$ cat src/rtl/sync_fifo.sv
// Synchronous single-clock FIFO with registered occupancy count, threshold
// flags, sticky overflow/underflow errors and a selectable read mode:
// registered read (FWFT=0) or first-word-fall-through (FWFT=1).
module sync_fifo #(
   parameter int DATA_WIDTH = 8,
   parameter int ADDR_WIDTH = 4,
   parameter int AF_LEVEL   = 12,
   parameter int AE_LEVEL   = 2,
   parameter int FWFT       = 0
) (
   input  logic                  clk,
   input  logic                  rst_n,
   input  logic                  w_inc,
   input  logic [DATA_WIDTH-1:0] wr_data,
   input  logic                  r_inc,
   input  logic                  clr_err,
   output logic [DATA_WIDTH-1:0] rd_data,
   output logic                  full,
   output logic                  empty,
   output logic                  almost_full,
   output logic                  almost_empty,
   output logic [ADDR_WIDTH:0]   count,
   output logic                  overflow,
   output logic                  underflow
);

   localparam int                DEPTH   = 1 << ADDR_WIDTH;
   localparam logic [ADDR_WIDTH:0] DEPTH_C = (ADDR_WIDTH+1)'(DEPTH);
   localparam logic [ADDR_WIDTH:0] AF_C    = (ADDR_WIDTH+1)'(AF_LEVEL);
   localparam logic [ADDR_WIDTH:0] AE_C    = (ADDR_WIDTH+1)'(AE_LEVEL);
   localparam logic [ADDR_WIDTH:0] CNT_ONE = (ADDR_WIDTH+1)'(1);
   localparam logic [ADDR_WIDTH-1:0] PTR_ONE = ADDR_WIDTH'(1);

   logic [DATA_WIDTH-1:0] mem [DEPTH];
   logic [ADDR_WIDTH-1:0] wr_ptr;
   logic [ADDR_WIDTH-1:0] rd_ptr;
   logic [ADDR_WIDTH:0]   count_q;
   logic                  wr_acc;
   logic                  rd_acc;

   // Flags come only from the registered count, so no input reaches them
   // combinationally; acceptance is gated by those registered flags.
   assign full         = (count_q == DEPTH_C);
   assign empty        = (count_q == '0);
   assign almost_full  = (count_q >= AF_C);
   assign almost_empty = (count_q <= AE_C);
   assign count        = count_q;
   assign wr_acc       = w_inc & ~full;
   assign rd_acc       = r_inc & ~empty;

   // Storage is deliberately not reset; pointers/count define validity.
   always_ff @(posedge clk) begin
      if (wr_acc) begin
         mem[wr_ptr] <= wr_data;
      end
   end

   // Pointers wrap naturally at DEPTH because they are ADDR_WIDTH bits wide.
   always_ff @(posedge clk or negedge rst_n) begin
      if (!rst_n) begin
         wr_ptr <= '0;
         rd_ptr <= '0;
      end else begin
         if (wr_acc) wr_ptr <= wr_ptr + PTR_ONE;
         if (rd_acc) rd_ptr <= rd_ptr + PTR_ONE;
      end
   end

   // Occupancy: simultaneous accepted read and write leave it unchanged.
   always_ff @(posedge clk or negedge rst_n) begin
      if (!rst_n) begin
         count_q <= '0;
      end else begin
         case ({wr_acc, rd_acc})
            2'b10:   count_q <= count_q + CNT_ONE;
            2'b01:   count_q <= count_q - CNT_ONE;
            default: count_q <= count_q;
         endcase
      end
   end

   // Sticky error flags; a new error in the same cycle beats a clear.
   always_ff @(posedge clk or negedge rst_n) begin
      if (!rst_n) begin
         overflow  <= 1'b0;
         underflow <= 1'b0;
      end else begin
         if (w_inc && full)  overflow <= 1'b1;
         else if (clr_err)   overflow <= 1'b0;
         if (r_inc && empty) underflow <= 1'b1;
         else if (clr_err)   underflow <= 1'b0;
      end
   end

   generate
      if (FWFT != 0) begin : g_fwft
         // Head word is presented directly; zeros when nothing is stored.
         always_comb begin
            rd_data = empty ? '0 : mem[rd_ptr];
         end
      end else begin : g_reg
         logic [DATA_WIDTH-1:0] rd_data_q;

         // Output register captures the head word on each accepted read.
         always_ff @(posedge clk or negedge rst_n) begin
            if (!rst_n) begin
               rd_data_q <= '0;
            end else if (rd_acc) begin
               rd_data_q <= mem[rd_ptr];
            end
         end

         assign rd_data = rd_data_q;
      end
   endgenerate

endmodule

$ cat config.mk
export PLATFORM = sky130hd
export DESIGN_NAME = sync_fifo
export DESIGN_NICKNAME = d
export VERILOG_FILES = /design/src/rtl/sync_fifo.sv
export SDC_FILE = /design/constraint.sdc
export NUM_CORES = 1
export LEC_CHECK = 0
export ABC_CLOCK_PERIOD_IN_PS = 5300
export CAP_MARGIN = 10
export CELL_PAD_IN_SITES_DETAIL_PLACEMENT = 0
export CELL_PAD_IN_SITES_GLOBAL_PLACEMENT = 1
export CORE_UTILIZATION = 33
export DETAILED_ROUTE_END_ITERATION = 10
export MAX_ROUTING_LAYER = met4
export PLACE_DENSITY_LB_ADDON = 0.1
export RECOVER_POWER = 50
export SYNTH_ARGS = -nofsm -noshare
export SYNTH_HDL_FRONTEND = slang
export SYNTH_SLANG_ARGS = --single-unit
export TNS_END_PERCENT = 50
$ cat constraint.sdc
create_clock -name clk -period 5.3 [get_ports clk]
set_clock_uncertainty 0.1 [all_clocks]
set_input_delay 1.59 -clock clk [delete_from_list [all_inputs] [get_ports clk]]
set_output_delay 1.59 -clock clk [all_outputs]
set_load 0.03 [all_outputs]
==> impl_metrics.env <==
export IMPL_status="complete, no violations"
export IMPL_wl_per_cell_microns=21.0
export IMPL_place_congestion=0.664
export IMPL_cts_sinks=151
export IMPL_final_util=0.401
export IMPL_antenna_cells=0
export IMPL_tightest_slew_ns=1.37
export IMPL_fin_ws_ns=1.06
export IMPL_synth_top_cell_by_area="edfxtp_1"
export IMPL_synth_common_cells="edfxtp_1 (128), mux4_2 (32), dfrtp_1 (23)"
export IMPL_dieArea_sq_um=19000
export IMPL_coreArea_sq_um=18000
export IMPL_yosysWarnings=0
export IMPL_cts_resized=0
export IMPL_grt_total_usage=0.153
export IMPL_synth_enable_flop_cells=128
export IMPL_syn_inst=322
export IMPL_yosysTopAreaCellShare=0.630
export IMPL_cts_root_buf="clkbuf_16"
export IMPL_initial_core_util=0.338
export IMPL_power_density_nw_per_um2=555
export IMPL_clock_latency_ns=0.41
export IMPL_cts_max_level=4
export IMPL_fmax_mhz=236
export IMPL_crit_arrival_ns=4.45
export IMPL_io_pins=32
export IMPL_num_vias=3014
export IMPL_gr_total_overflow=0
export IMPL_r2r_slack_ns=1.09
export IMPL_netlist_area_sq_um=6100
export IMPL_dpl_hpwl_microns=8020
export IMPL_cts_hold_buf=0
export IMPL_synth_seq_cells=151
export IMPL_ys_seq_area_frac=0.725
export IMPL_hold_class="reg2reg"
export IMPL_synthTopCellsByArea="edfxtp_1 (63%), mux4_2 (12%), dfrtp_1 (9.4%), mux2i_1 (2.6%), ha_1 (1.6%)"
export IMPL_grt_pass1_vias=3223
export IMPL_fin_crit_sh=0.801
export IMPL_cp_start_kind="input port"
export IMPL_ir_worst_vdd_v=0.000380
export IMPL_multiInputGateArea_sq_um=1550
export IMPL_first_pass_iters=4
export IMPL_async_flop_share=0.152
export IMPL_rsz0062_at_grt="false"
export IMPL_crit_fanout=11
export IMPL_dp_worst_setup_slack_ns=0.963
export IMPL_grt_pass1_wl_microns=19600
export IMPL_worstHoldPathCells=2
export IMPL_cp_slowest_cell="clkdlybuf4s50_1"
export IMPL_worstSetupPathType="in2reg"
export IMPL_relSlewSlack=0.0866
export IMPL_port_buffer_count=31
export IMPL_drv_cap=0
export IMPL_min_from="rd_data[1]$_DFFE_PN0P_"
export IMPL_ys_flop_type="edfxtp_1"
export IMPL_mappedNetlistNets=343
export IMPL_postPlaceCellArea_sq_um=6680
export IMPL_setup_tns_ns=0
export IMPL_routed_wl_microns=12700
export IMPL_rr_endpoint="count[4]$_DFFE_PN0P_"
export IMPL_r2r_start="count[1]$_DFFE_PN0P_"
export IMPL_p_leak_nw=2.47
export IMPL_path_clk_slew_ns=0.06
export IMPL_cts_setup_buffers=0
export IMPL_worstHoldEndpoint="rd_data[1]$_DFFE_PN0P_"
export IMPL_vias_per_cell=4.97
export IMPL_worstPathRequired_ns=5.51
export IMPL_numCtsBuffers=17
export IMPL_syn_avg_cell_area_sq_um=18.9
export IMPL_drt_iter0_drc=229
export IMPL_nets=387
export IMPL_max_stage_delay_ns=0.48
export IMPL_cts_path_max_buffers=2
export IMPL_seq_area_sq_um=4420
export IMPL_crit_path_end_kind="flop"
export IMPL_die_y_microns=138
export IMPL_ys_types=40
export IMPL_setup_viol=0
export IMPL_path_common_cell="ha_1"
export IMPL_n_fill_cell=1679
export IMPL_worstRegToRegCells=10
export IMPL_drive_gt1_frac=0.207
export IMPL_crit_path_cell_trace="clkdlybuf4s50_1 > o21ai_0 > inv_1 > ha_1 > xor2_1 > ha_1 > a21o_1 > a22oi_1 > o211a_1 > a2111oi_2"
export IMPL_period_minus_slack_ns=4.24
export IMPL_ant_nets=0
export IMPL_finalMaxSlewViolations=0
export IMPL_cts_tree="done"
export IMPL_rows=49
export IMPL_grt_max_degree=28
export IMPL_die_width_microns=138
export IMPL_antenna_found_initial=0
export IMPL_finalInstanceArea_sq_um=7230
export IMPL_drc=0
export IMPL_synthMostInstantiatedCell="edfxtp_1"
export IMPL_finalHoldViolCount=0
export IMPL_total_power_w=0.00401
export IMPL_areaGrowthSynthToFinish_pct=18.5
-- report_power, final --
group | total (W) | internal (W) | switching, W
sequential | 0.00165 | 0.00148 | 0.000170
clock | 0.00115 | 0.000688 | 0.000467
combinational | 0.00121 | 0.000557 | 0.000655
total | 0.00401 | 0.00272 | 0.00129
-- cell families after synthesis --
family	after synthesis	synth area share
compound gates	24	0.0330
xor+xnor	11	0.0158
fa+ha+maj	8	0.0164
buf+inv	24	0.0215
flops	151	0.725
mux	49	0.146
simple gates	55	0.0425
-- how the worst max path moves through the flow --
| stage | endpoint | slack, ns | start | depth (start not counted) |
|---|---|---|---|---|
| global placement | count[4]$_DFFE_PN0P_ | 1.0 | w_inc | 10 |
| CTS | full | 1.22 | count[1]$_DFFE_PN0P_ | 3 |
| global route | count[4]$_DFFE_PN0P_ | 0.60 | count[1]$_DFFE_PN0P_ | 10 |
| finish | count[4]$_DFFE_PN0P_ | 1.06 | r_inc | 10 |
| detailed placement | count[4]$_DFFE_PN0P_ | 0.96 | w_inc | 10 |
| floorplan | almost_empty | 1.36 | count[2]$_DFFE_PN0P_ | 2 |
-- flip-flops by register name (all words and copies together) (netlist names) --
name and count:
count 5, mem 128, overflow 1, rd_data 8, rd_ptr 4, underflow 1
wr_ptr 4
-- final cells by class --
type	instances	share of cell area
sequential	151	0.611
tap	229	0.0396
clock buffer	18	0.0594
multi-input combinational	147	0.214
clock inverter	12	0.0180
inverter	6	0.00312
timing repair buffer	43	0.0549
-- metrics by stage --
stage	hold slack (ns)	instances
6_report	0.401	606
2_1_floorplan	0.358	322
3_5_place_dp	0.382	576
4_1_cts	0.403	606
5_1_grt	0.428	606
3_3_place_gp	0.386	576
-- per-layer routing --
| layer | vias to the layer above | global-route usage | routed length (microns) |
|---|---|---|---|
| met4 | 0 | 0.0580 | 110 |
| met2 | 80 | 0.231 | 5970 |
| met3 | 8 | 0.0457 | 738 |
| met1 | 1562 | 0.195 | 5920 |
| met5 | - | - | 0 |
| li1 | 1364 | - | - |
-- worst max-delay path: cells and delay by family --
kind	cells	cell delay, ns
buffers and inverters	2	0.84
AO/OA/AOI/OAI	5	1.22
XOR/XNOR	1	0.18
adder cells (fa/ha/maj)	2	0.61
-- layout by cell type, fill, tap and decap left out, drive strengths merged, types with 2 or more instances in the layout --
cell type	count
a2111oi	2
clkdlybuf4s50	20
xnor2	7
nand2b	5
o21ai	2
clkinvlp	2
xor2	4
nor2	16
dfrtp	23
mux2i	16
o221ai	8
nand4	2
ha	8
clkbuf	19
clkinv	6
a21o	2
dlygate4sd3	11
mux4	32
a21oi	2
a22o	2
buf	11
edfxtp	128
nor3	5
bufinv	2
inv	8
a22oi	2
nand2	21
(Power assumes the default switching activity.)
